[src/rtl/transaccion_pkg.sv]
// transaccion_pkg: state encoding shared by the transaction control block
package transaccion_pkg;
  localparam int STATE_W = 3;
  typedef enum logic [STATE_W-1:0] {
    ST_RESET  = 3'd0,
    ST_INIT   = 3'd1,
    ST_IDLE   = 3'd2,
    ST_ACTIVE = 3'd3,
    ST_ERROR  = 3'd4
  } state_t;
endpackage

[src/rtl/control_transaccion_if.sv]
// control_transaccion_if: FIFO status, thresholds and state flags of the control block
interface control_transaccion_if
  import transaccion_pkg::*;
#(
  parameter int NUM_FIFOS = 5,
  parameter int UMBRAL_W  = 3,
  parameter int ERRCNT_W  = 4
);
  logic                 init;
  logic                 err_clr;
  logic [UMBRAL_W-1:0]  umbralMF, umbralVC, umbralD;
  logic [NUM_FIFOS-1:0] fifo_empties, fifo_errors;
  logic                 init_out, idle_out, active_out, error_out;
  logic [UMBRAL_W-1:0]  umbralMF_out, umbralVC_out, umbralD_out;
  logic [STATE_W-1:0]   state, next_state;
  logic [NUM_FIFOS-1:0] error_mask;
  logic [ERRCNT_W-1:0]  error_count;
  modport master (
    output init, err_clr, umbralMF, umbralVC, umbralD, fifo_empties, fifo_errors,
    input  init_out, idle_out, active_out, error_out, umbralMF_out, umbralVC_out, umbralD_out,
           state, next_state, error_mask, error_count
  );
  modport slave (
    input  init, err_clr, umbralMF, umbralVC, umbralD, fifo_empties, fifo_errors,
    output init_out, idle_out, active_out, error_out, umbralMF_out, umbralVC_out, umbralD_out,
           state, next_state, error_mask, error_count
  );
endinterface

[src/rtl/contador_sat.sv]
// contador_sat: up counter that sticks at all ones; clr beats inc
module contador_sat #(
  parameter int W = 4
) (
  input  logic         clk,
  input  logic         reset,
  input  logic         inc,
  input  logic         clr,
  output logic [W-1:0] cnt
);
  always_ff @(posedge clk or posedge reset)
    if (reset) cnt <= '0;
    else if (clr) cnt <= '0;
    else if (inc && !(&cnt)) cnt <= cnt + 1'b1;
endmodule

[src/rtl/control_transaccion.sv]
// control_transaccion: RESET/INIT/IDLE/ACTIVE/ERROR sequencing for N transaction FIFOs
module control_transaccion
  import transaccion_pkg::*;
#(
  parameter int NUM_FIFOS = 5,
  parameter int UMBRAL_W  = 3,
  parameter int IDLE_DLY  = 4,
  parameter int ERR_HOLD  = 2,
  parameter int ERRCNT_W  = 4
) (
  input logic                  clk,
  input logic                  reset,
  control_transaccion_if.slave bus
);
  localparam int DMAX = IDLE_DLY > ERR_HOLD ? IDLE_DLY : ERR_HOLD;
  localparam int CW = $clog2(DMAX + 1);
  state_t               state, nxt;
  logic [CW-1:0]        dly, dly_n;
  logic [UMBRAL_W-1:0]  mf, vc, d;
  logic [NUM_FIFOS-1:0] mask;
  logic [ERRCNT_W-1:0]  cnt;
  logic                 all_empty, any_err, qual;
  assign all_empty = &bus.fifo_empties;
  assign any_err = |bus.fifo_errors;
  always_comb begin
    nxt = ST_RESET;
    case (state)
      ST_RESET:  nxt = ST_INIT;
      ST_INIT:   nxt = ST_IDLE;
      ST_IDLE:   nxt = bus.init ? ST_INIT : any_err ? ST_ERROR : all_empty ? ST_IDLE : ST_ACTIVE;
      ST_ACTIVE: nxt = bus.init ? ST_INIT : any_err ? ST_ERROR :
                       (all_empty && dly == CW'(IDLE_DLY - 1)) ? ST_IDLE : ST_ACTIVE;
      ST_ERROR:  nxt = any_err ? ST_ERROR : dly == CW'(ERR_HOLD - 1) ? ST_RESET : ST_ERROR;
      default:   nxt = ST_RESET;
    endcase
  end
  // one counter serves both the ACTIVE idle run and the ERROR clean run
  assign qual = (state == ST_ACTIVE && all_empty) || (state == ST_ERROR && !any_err);
  assign dly_n = (nxt != state || !qual) ? '0 : dly + 1'b1;
  always_ff @(posedge clk or posedge reset)
    if (reset) begin
      state <= ST_RESET;
      dly <= '0;
      mf <= '0;
      vc <= '0;
      d <= '0;
      mask <= '0;
    end else begin
      state <= nxt;
      dly <= dly_n;
      mask <= bus.err_clr ? '0 : mask | bus.fifo_errors;
      if (state == ST_INIT) begin
        mf <= bus.umbralMF;
        vc <= bus.umbralVC;
        d <= bus.umbralD;
      end
    end
  contador_sat #(.W(ERRCNT_W)) u_errcnt (
    .clk  (clk),
    .reset(reset),
    .inc  (nxt == ST_ERROR && state != ST_ERROR),
    .clr  (bus.err_clr),
    .cnt  (cnt)
  );
  assign bus.state = state;
  assign bus.next_state = nxt;
  assign bus.init_out = state == ST_INIT;
  assign bus.idle_out = state == ST_IDLE;
  assign bus.active_out = state == ST_ACTIVE;
  assign bus.error_out = state == ST_ERROR;
  assign bus.umbralMF_out = mf;
  assign bus.umbralVC_out = vc;
  assign bus.umbralD_out = d;
  assign bus.error_mask = mask;
  assign bus.error_count = cnt;
endmodule

[src/flat_wrapper.sv]
// flat-port wrapper written by rule: the top's interface ports become plain ports
module control_transaccion_flat import transaccion_pkg::*;
#(
  parameter int NUM_FIFOS = 5,
  parameter int UMBRAL_W  = 3,
  parameter int IDLE_DLY  = 4,
  parameter int ERR_HOLD  = 2,
  parameter int ERRCNT_W  = 4
)
  (clk, reset, bus_init, bus_err_clr, bus_umbralMF, bus_umbralVC, bus_umbralD, bus_fifo_empties, bus_fifo_errors, bus_init_out, bus_idle_out, bus_active_out, bus_error_out, bus_umbralMF_out, bus_umbralVC_out, bus_umbralD_out, bus_state, bus_next_state, bus_error_mask, bus_error_count);
  control_transaccion_if #(.NUM_FIFOS(NUM_FIFOS), .UMBRAL_W(UMBRAL_W), .ERRCNT_W(ERRCNT_W)) bus_i ();
  input logic clk;
  input logic reset;
  input wire logic [$bits(bus_i.init)-1:0] bus_init;
  input wire logic [$bits(bus_i.err_clr)-1:0] bus_err_clr;
  input wire logic [$bits(bus_i.umbralMF)-1:0] bus_umbralMF;
  input wire logic [$bits(bus_i.umbralVC)-1:0] bus_umbralVC;
  input wire logic [$bits(bus_i.umbralD)-1:0] bus_umbralD;
  input wire logic [$bits(bus_i.fifo_empties)-1:0] bus_fifo_empties;
  input wire logic [$bits(bus_i.fifo_errors)-1:0] bus_fifo_errors;
  output wire logic [$bits(bus_i.init_out)-1:0] bus_init_out;
  output wire logic [$bits(bus_i.idle_out)-1:0] bus_idle_out;
  output wire logic [$bits(bus_i.active_out)-1:0] bus_active_out;
  output wire logic [$bits(bus_i.error_out)-1:0] bus_error_out;
  output wire logic [$bits(bus_i.umbralMF_out)-1:0] bus_umbralMF_out;
  output wire logic [$bits(bus_i.umbralVC_out)-1:0] bus_umbralVC_out;
  output wire logic [$bits(bus_i.umbralD_out)-1:0] bus_umbralD_out;
  output wire logic [$bits(bus_i.state)-1:0] bus_state;
  output wire logic [$bits(bus_i.next_state)-1:0] bus_next_state;
  output wire logic [$bits(bus_i.error_mask)-1:0] bus_error_mask;
  output wire logic [$bits(bus_i.error_count)-1:0] bus_error_count;
  assign bus_i.init = bus_init;
  assign bus_i.err_clr = bus_err_clr;
  assign bus_i.umbralMF = bus_umbralMF;
  assign bus_i.umbralVC = bus_umbralVC;
  assign bus_i.umbralD = bus_umbralD;
  assign bus_i.fifo_empties = bus_fifo_empties;
  assign bus_i.fifo_errors = bus_fifo_errors;
  assign bus_init_out = bus_i.init_out;
  assign bus_idle_out = bus_i.idle_out;
  assign bus_active_out = bus_i.active_out;
  assign bus_error_out = bus_i.error_out;
  assign bus_umbralMF_out = bus_i.umbralMF_out;
  assign bus_umbralVC_out = bus_i.umbralVC_out;
  assign bus_umbralD_out = bus_i.umbralD_out;
  assign bus_state = bus_i.state;
  assign bus_next_state = bus_i.next_state;
  assign bus_error_mask = bus_i.error_mask;
  assign bus_error_count = bus_i.error_count;
  control_transaccion #(.NUM_FIFOS(NUM_FIFOS), .UMBRAL_W(UMBRAL_W), .IDLE_DLY(IDLE_DLY), .ERR_HOLD(ERR_HOLD), .ERRCNT_W(ERRCNT_W)) u_core (.clk(clk), .reset(reset), .bus(bus_i));
endmodule
[config.mk]
export PLATFORM = sky130hd
export DESIGN_NAME = control_transaccion_flat
export DESIGN_NICKNAME = d
export VERILOG_FILES = /design/src/rtl/transaccion_pkg.sv /design/src/rtl/control_transaccion_if.sv /design/src/rtl/contador_sat.sv /design/src/rtl/control_transaccion.sv /design/src/flat_wrapper.sv
export SDC_FILE = /design/constraint.sdc
export NUM_CORES = 1
export LEC_CHECK = 0
export BUFFER_PORTS_ARGS = -buffer_cell sky130_fd_sc_hd__buf_2
export CAP_MARGIN = 30
export CELL_PAD_IN_SITES_DETAIL_PLACEMENT = 1
export CELL_PAD_IN_SITES_GLOBAL_PLACEMENT = 2
export CORE_AREA = 2 2 72 74
export DETAILED_ROUTE_END_ITERATION = 16
export DIE_AREA = 0 0 74 76
export PLACE_DENSITY = 0.81
export SYNTH_ARGS = -nofsm -noshare
export SYNTH_HDL_FRONTEND = slang
export SYNTH_SLANG_ARGS = --single-unit
[constraint.sdc]
create_clock -name clk -period 1.4 [get_ports clk]
set_input_delay 0.14 -clock clk [delete_from_list [all_inputs] [get_ports clk]]
set_output_delay 0.14 -clock clk [all_outputs]
set_load 0.03 [all_outputs]
==> metrics.txt <==
# TYPE chip_impl_metric gauge
chip_impl_metric{name="grt_start_max_net_pins",unit=""} 17
chip_impl_metric{name="ff_to_ff_setup_slack",unit="ns"} -0.13
chip_impl_metric{name="synth.mux.area_fraction",unit="%"} 8.891
chip_impl_metric{name="seq_area_frac_synth",unit="%"} 52.69
chip_impl_metric{name="register_area",unit="µm²"} 606.8
chip_impl_metric{name="portBuffers",unit=""} 50
chip_impl_metric{name="cp_num_cells",unit=""} 5
chip_impl_metric{name="post-place-cells",unit=""} 243
chip_impl_metric{name="arrival",unit="ns"} 1.50
chip_impl_metric{name="critPathMaxStageDelay",unit="ns"} 0.45
chip_impl_metric{name="grtUsageTotal",unit="%"} 12.65
chip_impl_metric{name="finalCritPeriodShare",unit="%"} 117.2
chip_impl_metric{name="postPlaceCellArea",unit="µm²"} 1688
chip_impl_metric{name="timing.clock.skew",unit="ns"} 0.006411
chip_impl_metric{name="syn_to_final_growth",unit="%"} 71.02
chip_impl_metric{name="postSynthAreaPerCell",unit="µm²"} 10.65
chip_impl_metric{name="clk_sinks",unit=""} 24
chip_impl_info{name="result_of_the_run",value="finished, violations left"} 1
chip_impl_info{name="layout.cells.most_common_list",value="43 x sky130_fd_sc_hd__buf_2, 19 x sky130_fd_sc_hd__buf_4, 19 x sky130_fd_sc_hd__dfrtp_1"} 1
chip_impl_info{name="rr_endpoint",value="u_core.dly[0]$_DFF_PP0_"} 1
chip_impl_metric{name="worst_ep_required_time",unit="ns"} 1.26
chip_impl_info{name="timing.critical_path.cells",value="buf_6, nor3b_4, nor2_2, o21ai_4, buf_6"} 1
chip_impl_info{name="hold-path-endpoint",value="u_core.bus.umbralD_out[0]$_DFFE_PP0P_"} 1
chip_impl_metric{name="cp.buffers_inverters",unit=""} 2
chip_impl_metric{name="net_count_after_synthesis",unit=""} 134
chip_impl_info{name="failed_checks",value="negative setup slack"} 1
chip_impl_metric{name="worst_setup_hold_path_clk_slew",unit="ns"} 0.09
chip_impl_info{name="holdCritStartpoint",value="bus_umbralD[0]"} 1
chip_impl_metric{name="numCtsBuffers",unit=""} 3
chip_impl_info{name="mostFrequentLayoutCell",value="sky130_fd_sc_hd__buf_2"} 1
chip_impl_metric{name="synth_simple_gate_area_share",unit="%"} 20.97
chip_impl_metric{name="firstDrtPassIters",unit=""} 6
chip_impl_metric{name="post-route-min-period",unit="ns"} 1.640
chip_impl_metric{name="swShare",unit="%"} 41.92
chip_impl_metric{name="worstPathMaxFanout",unit=""} 4
chip_impl_metric{name="leakagePower",unit="nW"} 0.9173
chip_impl_metric{name="detailed_place_hpwl",unit="µm"} 2624
chip_impl_info{name="cp-start-kind",value="flop"} 1
chip_impl_metric{name="internal_power",unit="mW"} 2.177
chip_impl_metric{name="timing.final.ws_setup",unit="ns"} -0.2401
chip_impl_metric{name="tightestPinTransition",unit="ns"} 0.4157
chip_impl_metric{name="vdd.ir_drop.worst",unit="mV"} 0.6108
chip_impl_metric{name="clk_latency",unit="ns"} 0.26
chip_impl_info{name="grt_setup_unrepaired",value="true"} 1
chip_impl_metric{name="height_of_the_die",unit="µm"} 76
chip_impl_metric{name="drv.max_cap_violation_count",unit=""} 0
chip_impl_metric{name="setup_viol_count_final",unit=""} 13
chip_impl_metric{name="hold_depth",unit=""} 2
chip_impl_metric{name="drtIter0Drc",unit=""} 43
chip_impl_metric{name="synth-warning-count",unit=""} 0
chip_impl_info{name="cts_tree",value="done"} 1
chip_impl_metric{name="cts_max_path_buffers",unit=""} 2
chip_impl_metric{name="ctsHtreeMaxLevel",unit=""} 1
chip_impl_metric{name="layout.cells.non_filler",unit=""} 254
chip_impl_info{name="reg2reg_from",value="u_core.bus.state[1]$_DFF_PP0_"} 1
chip_impl_metric{name="ioPinCount",unit=""} 51
chip_impl_metric{name="maxSlewViolCount",unit=""} 0
chip_impl_metric{name="first_global_vias",unit=""} 1175
chip_impl_info{name="crit_path_frequent_cell",value="sky130_fd_sc_hd__buf_6"} 1
chip_impl_metric{name="synth-compound-area-share",unit="%"} 9.330
chip_impl_metric{name="report.final.hold_viol_count",unit=""} 0
chip_impl_info{name="synth_top_family_by_area",value="simple AND/OR/NAND/NOR gates"} 1
chip_impl_metric{name="antenna_cells",unit=""} 0
chip_impl_metric{name="global_placer_s_final_weighted_congestion",unit=""} 0.7532
chip_impl_metric{name="dr_total_vias",unit=""} 1118
chip_impl_metric{name="global_route.overflow_total",unit=""} 0
chip_impl_metric{name="number_of_antenna_violations_at_the_first_check_in_global_routing",unit=""} 0
chip_impl_metric{name="wl_per_cell",unit="µm"} 13.57
chip_impl_metric{name="multi_input_area",unit="µm²"} 646.9
chip_impl_metric{name="initial_utilization",unit="%"} 23.20
chip_impl_metric{name="layout.filler_cells",unit=""} 554
chip_impl_metric{name="dieArea",unit="µm²"} 5624
chip_impl_metric{name="max_freq",unit="MHz"} 609.7
chip_impl_metric{name="max_slew_margin",unit="%"} 72.26
chip_impl_info{name="cts.root.buffer_cell",value="sky130_fd_sc_hd__clkbuf_8"} 1
chip_impl_metric{name="pwr_density_cell",unit="nW/µm²"} 1923
chip_impl_metric{name="grt_first_pass_wirelength",unit="µm"} 5609
chip_impl_metric{name="report.power.total",unit="mW"} 3.749
chip_impl_metric{name="synth_adder_area_share",unit="%"} 4.391
chip_impl_metric{name="setup_total_negative_slack",unit="ns"} -1.540
chip_impl_metric{name="ys_seq_elements",unit=""} 24
chip_impl_info{name="cp_slowest_cell",value="sky130_fd_sc_hd__dfrtp_2"} 1
chip_impl_metric{name="rows",unit=""} 26
chip_impl_info{name="cp-end-kind",value="output port"} 1
chip_impl_metric{name="post_drt_via_cell_ratio",unit=""} 4.402
chip_impl_metric{name="design.core.area",unit="µm²"} 4912
chip_impl_metric{name="power_frac_clock",unit="%"} 12.6
chip_impl_metric{name="die_w",unit="µm"} 74
chip_impl_info{name="min-delay-path-class",value="primary input to flop"} 1
chip_impl_metric{name="postLayoutCoreUtil",unit="%"} 39.68
chip_impl_metric{name="worst-r2r-cell-count",unit=""} 5
chip_impl_metric{name="antenna_violating_nets_post_route",unit=""} 0
chip_impl_metric{name="synth_cells",unit=""} 107
chip_impl_metric{name="post-route-drc-count",unit=""} 0
chip_impl_metric{name="post_synth_instance_area",unit="µm²"} 1140
chip_impl_metric{name="layout.nets",unit=""} 212
chip_impl_metric{name="power_switching",unit="mW"} 1.571
chip_impl_info{name="crit_type",value="flop to output port"} 1
chip_impl_metric{name="power_frac_comb",unit="%"} 59.0
chip_impl_info{name="critical-path-top-delay-family",value="flip-flops"} 1
chip_impl_metric{name="yosys.cell_types.count",unit=""} 31
chip_impl_metric{name="post_route_cells_drive_above_1_share",unit="%"} 62.50
chip_impl_metric{name="finalWirelength",unit="µm"} 3447
chip_impl_metric{name="synth_xor_xnor_area_share",unit="%"} 0
chip_impl_metric{name="p_seq_share",unit="%"} 28.4
chip_impl_metric{name="layout.cell_area.non_filler",unit="µm²"} 1949
through the flow:
stage	hold slack (ns)	worst slack (ns)
global route	0.08318	-0.3290
finish	0.1007	-0.2401
detailed placement	0.1544	-0.2906
floorplan	0.1543	-0.1282
CTS	0.09272	-0.2477
global placement	0.1495	-0.2864
Yosys cell counts:
cell type,number,area share (%)
sky130_fd_sc_hd__dfrtp_1,24,53
sky130_fd_sc_hd__nor2_1,15,4.9
sky130_fd_sc_hd__mux2_2,9,8.9
sky130_fd_sc_hd__a21oi_1,7,3.1
sky130_fd_sc_hd__inv_1,7,2.3
sky130_fd_sc_hd__o21ai_0,5,2.2
sky130_fd_sc_hd__ha_1,4,4.4
sky130_fd_sc_hd__nand3_1,4,1.8
sky130_fd_sc_hd__nand2_1,3,0.99
sky130_fd_sc_hd__nand2b_1,3,1.6
sky130_fd_sc_hd__nor3_1,3,1.3
sky130_fd_sc_hd__nor3b_1,2,1.3
sky130_fd_sc_hd__o31ai_1,2,1.3
sky130_fd_sc_hd__or4_1,2,1.3
sky130_fd_sc_hd__a222oi_1,1,0.88
sky130_fd_sc_hd__and2b_1,1,0.66
sky130_fd_sc_hd__and3_1,1,0.55
sky130_fd_sc_hd__and4_1,1,0.77
sky130_fd_sc_hd__buf_2,1,0.44
sky130_fd_sc_hd__buf_4,1,0.66
sky130_fd_sc_hd__clkbuf_1,1,0.33
sky130_fd_sc_hd__nand3b_1,1,0.66
sky130_fd_sc_hd__nand4_1,1,0.55
sky130_fd_sc_hd__nor2_2,1,0.55
sky130_fd_sc_hd__nor3b_2,1,1.1
sky130_fd_sc_hd__nor4_1,1,0.55
sky130_fd_sc_hd__o31a_1,1,0.77
sky130_fd_sc_hd__o31ai_2,1,1.1
sky130_fd_sc_hd__or3_1,1,0.55
sky130_fd_sc_hd__or3b_1,1,0.77
sky130_fd_sc_hd__or4_4,1,0.99
routing by layer:
| layer | vias up | wire length [µm] | track usage [%] |
|---|---|---|---|
| met5 | - | 0 | 0 |
| met4 | 0 | 23 | 1.455 |
| met3 | 4 | 200 | 3.175 |
| met2 | 33 | 1838 | 23.39 |
| met1 | 552 | 1385 | 14.76 |
| li1 | 529 | - | - |
state kept, by name (all words and copies together) (netlist names):
register                 cells
u_core.bus.error_mask        5
u_core.u_errcnt.cnt          4
u_core.bus.state             3
u_core.bus.umbralD_out       3
u_core.bus.umbralMF_out      3
u_core.bus.umbralVC_out      3
u_core.dly                   3
logic make-up after synthesis:
family | after synthesis
buffers and inverters | 10
AO/OA/AOI/OAI | 17
AND/OR/NAND/NOR | 43
multiplexers | 9
adder cells (fa/ha/maj) | 4
flip-flops | 24
power groups by stage:
stage	clock (mW)	combinational, mW	sequential (mW)
floorplan	0	0.828	1.42
global placement	0	1.76	1.05
detailed placement	0	1.79	1.06
CTS	0.501	2.06	1.06
global route	0.530	2.35	1.10
finish	0.474	2.21	1.06
worst register-to-register path, stage by stage (launching register included):
cell	delay [ns]
sky130_fd_sc_hd__dfrtp_2	0.45
sky130_fd_sc_hd__nor3b_4	0.18
sky130_fd_sc_hd__and3_1	0.16
sky130_fd_sc_hd__a222oi_1	0.41
sky130_fd_sc_hd__buf_4	0.19
sky130_fd_sc_hd__nor3_1	0.05
cell type report:
class,count,area share (%)
Clock buffer,4,2.824
Inverter,7,1.348
Multi-Input combinational cell,73,33.18
Sequential cell,24,31.13
Tap cell,70,4.493
Timing Repair Buffer,76,27.02
worst max-delay path by stage:
stage | from | to | slack, ns
floorplan | u_core.bus.state[1]$_DFF_PP0_ | u_core.bus.umbralD_out[0]$_DFFE_PP0P_ | -0.13
global placement | bus_fifo_errors[0] | u_core.dly[0]$_DFF_PP0_ | -0.29
detailed placement | bus_fifo_errors[0] | u_core.dly[0]$_DFF_PP0_ | -0.29
CTS | u_core.dly[1]$_DFF_PP0_ | bus_next_state[0] | -0.25
global route | u_core.dly[0]$_DFF_PP0_ | bus_next_state[0] | -0.33
finish | u_core.bus.state[1]$_DFF_PP0_ | bus_next_state[2] | -0.24
timing repair:
item | CTS | global route
buffers inserted | 7 | 1
endpoints found under the hold margin | 8 | 0
gates resized for setup | 26 | 16
hold buffers | 1 | 0
setup endpoints to repair | 23 | 22
pin swaps | 14 | 5
Note: power is estimated with default switching activity, not from simulation.
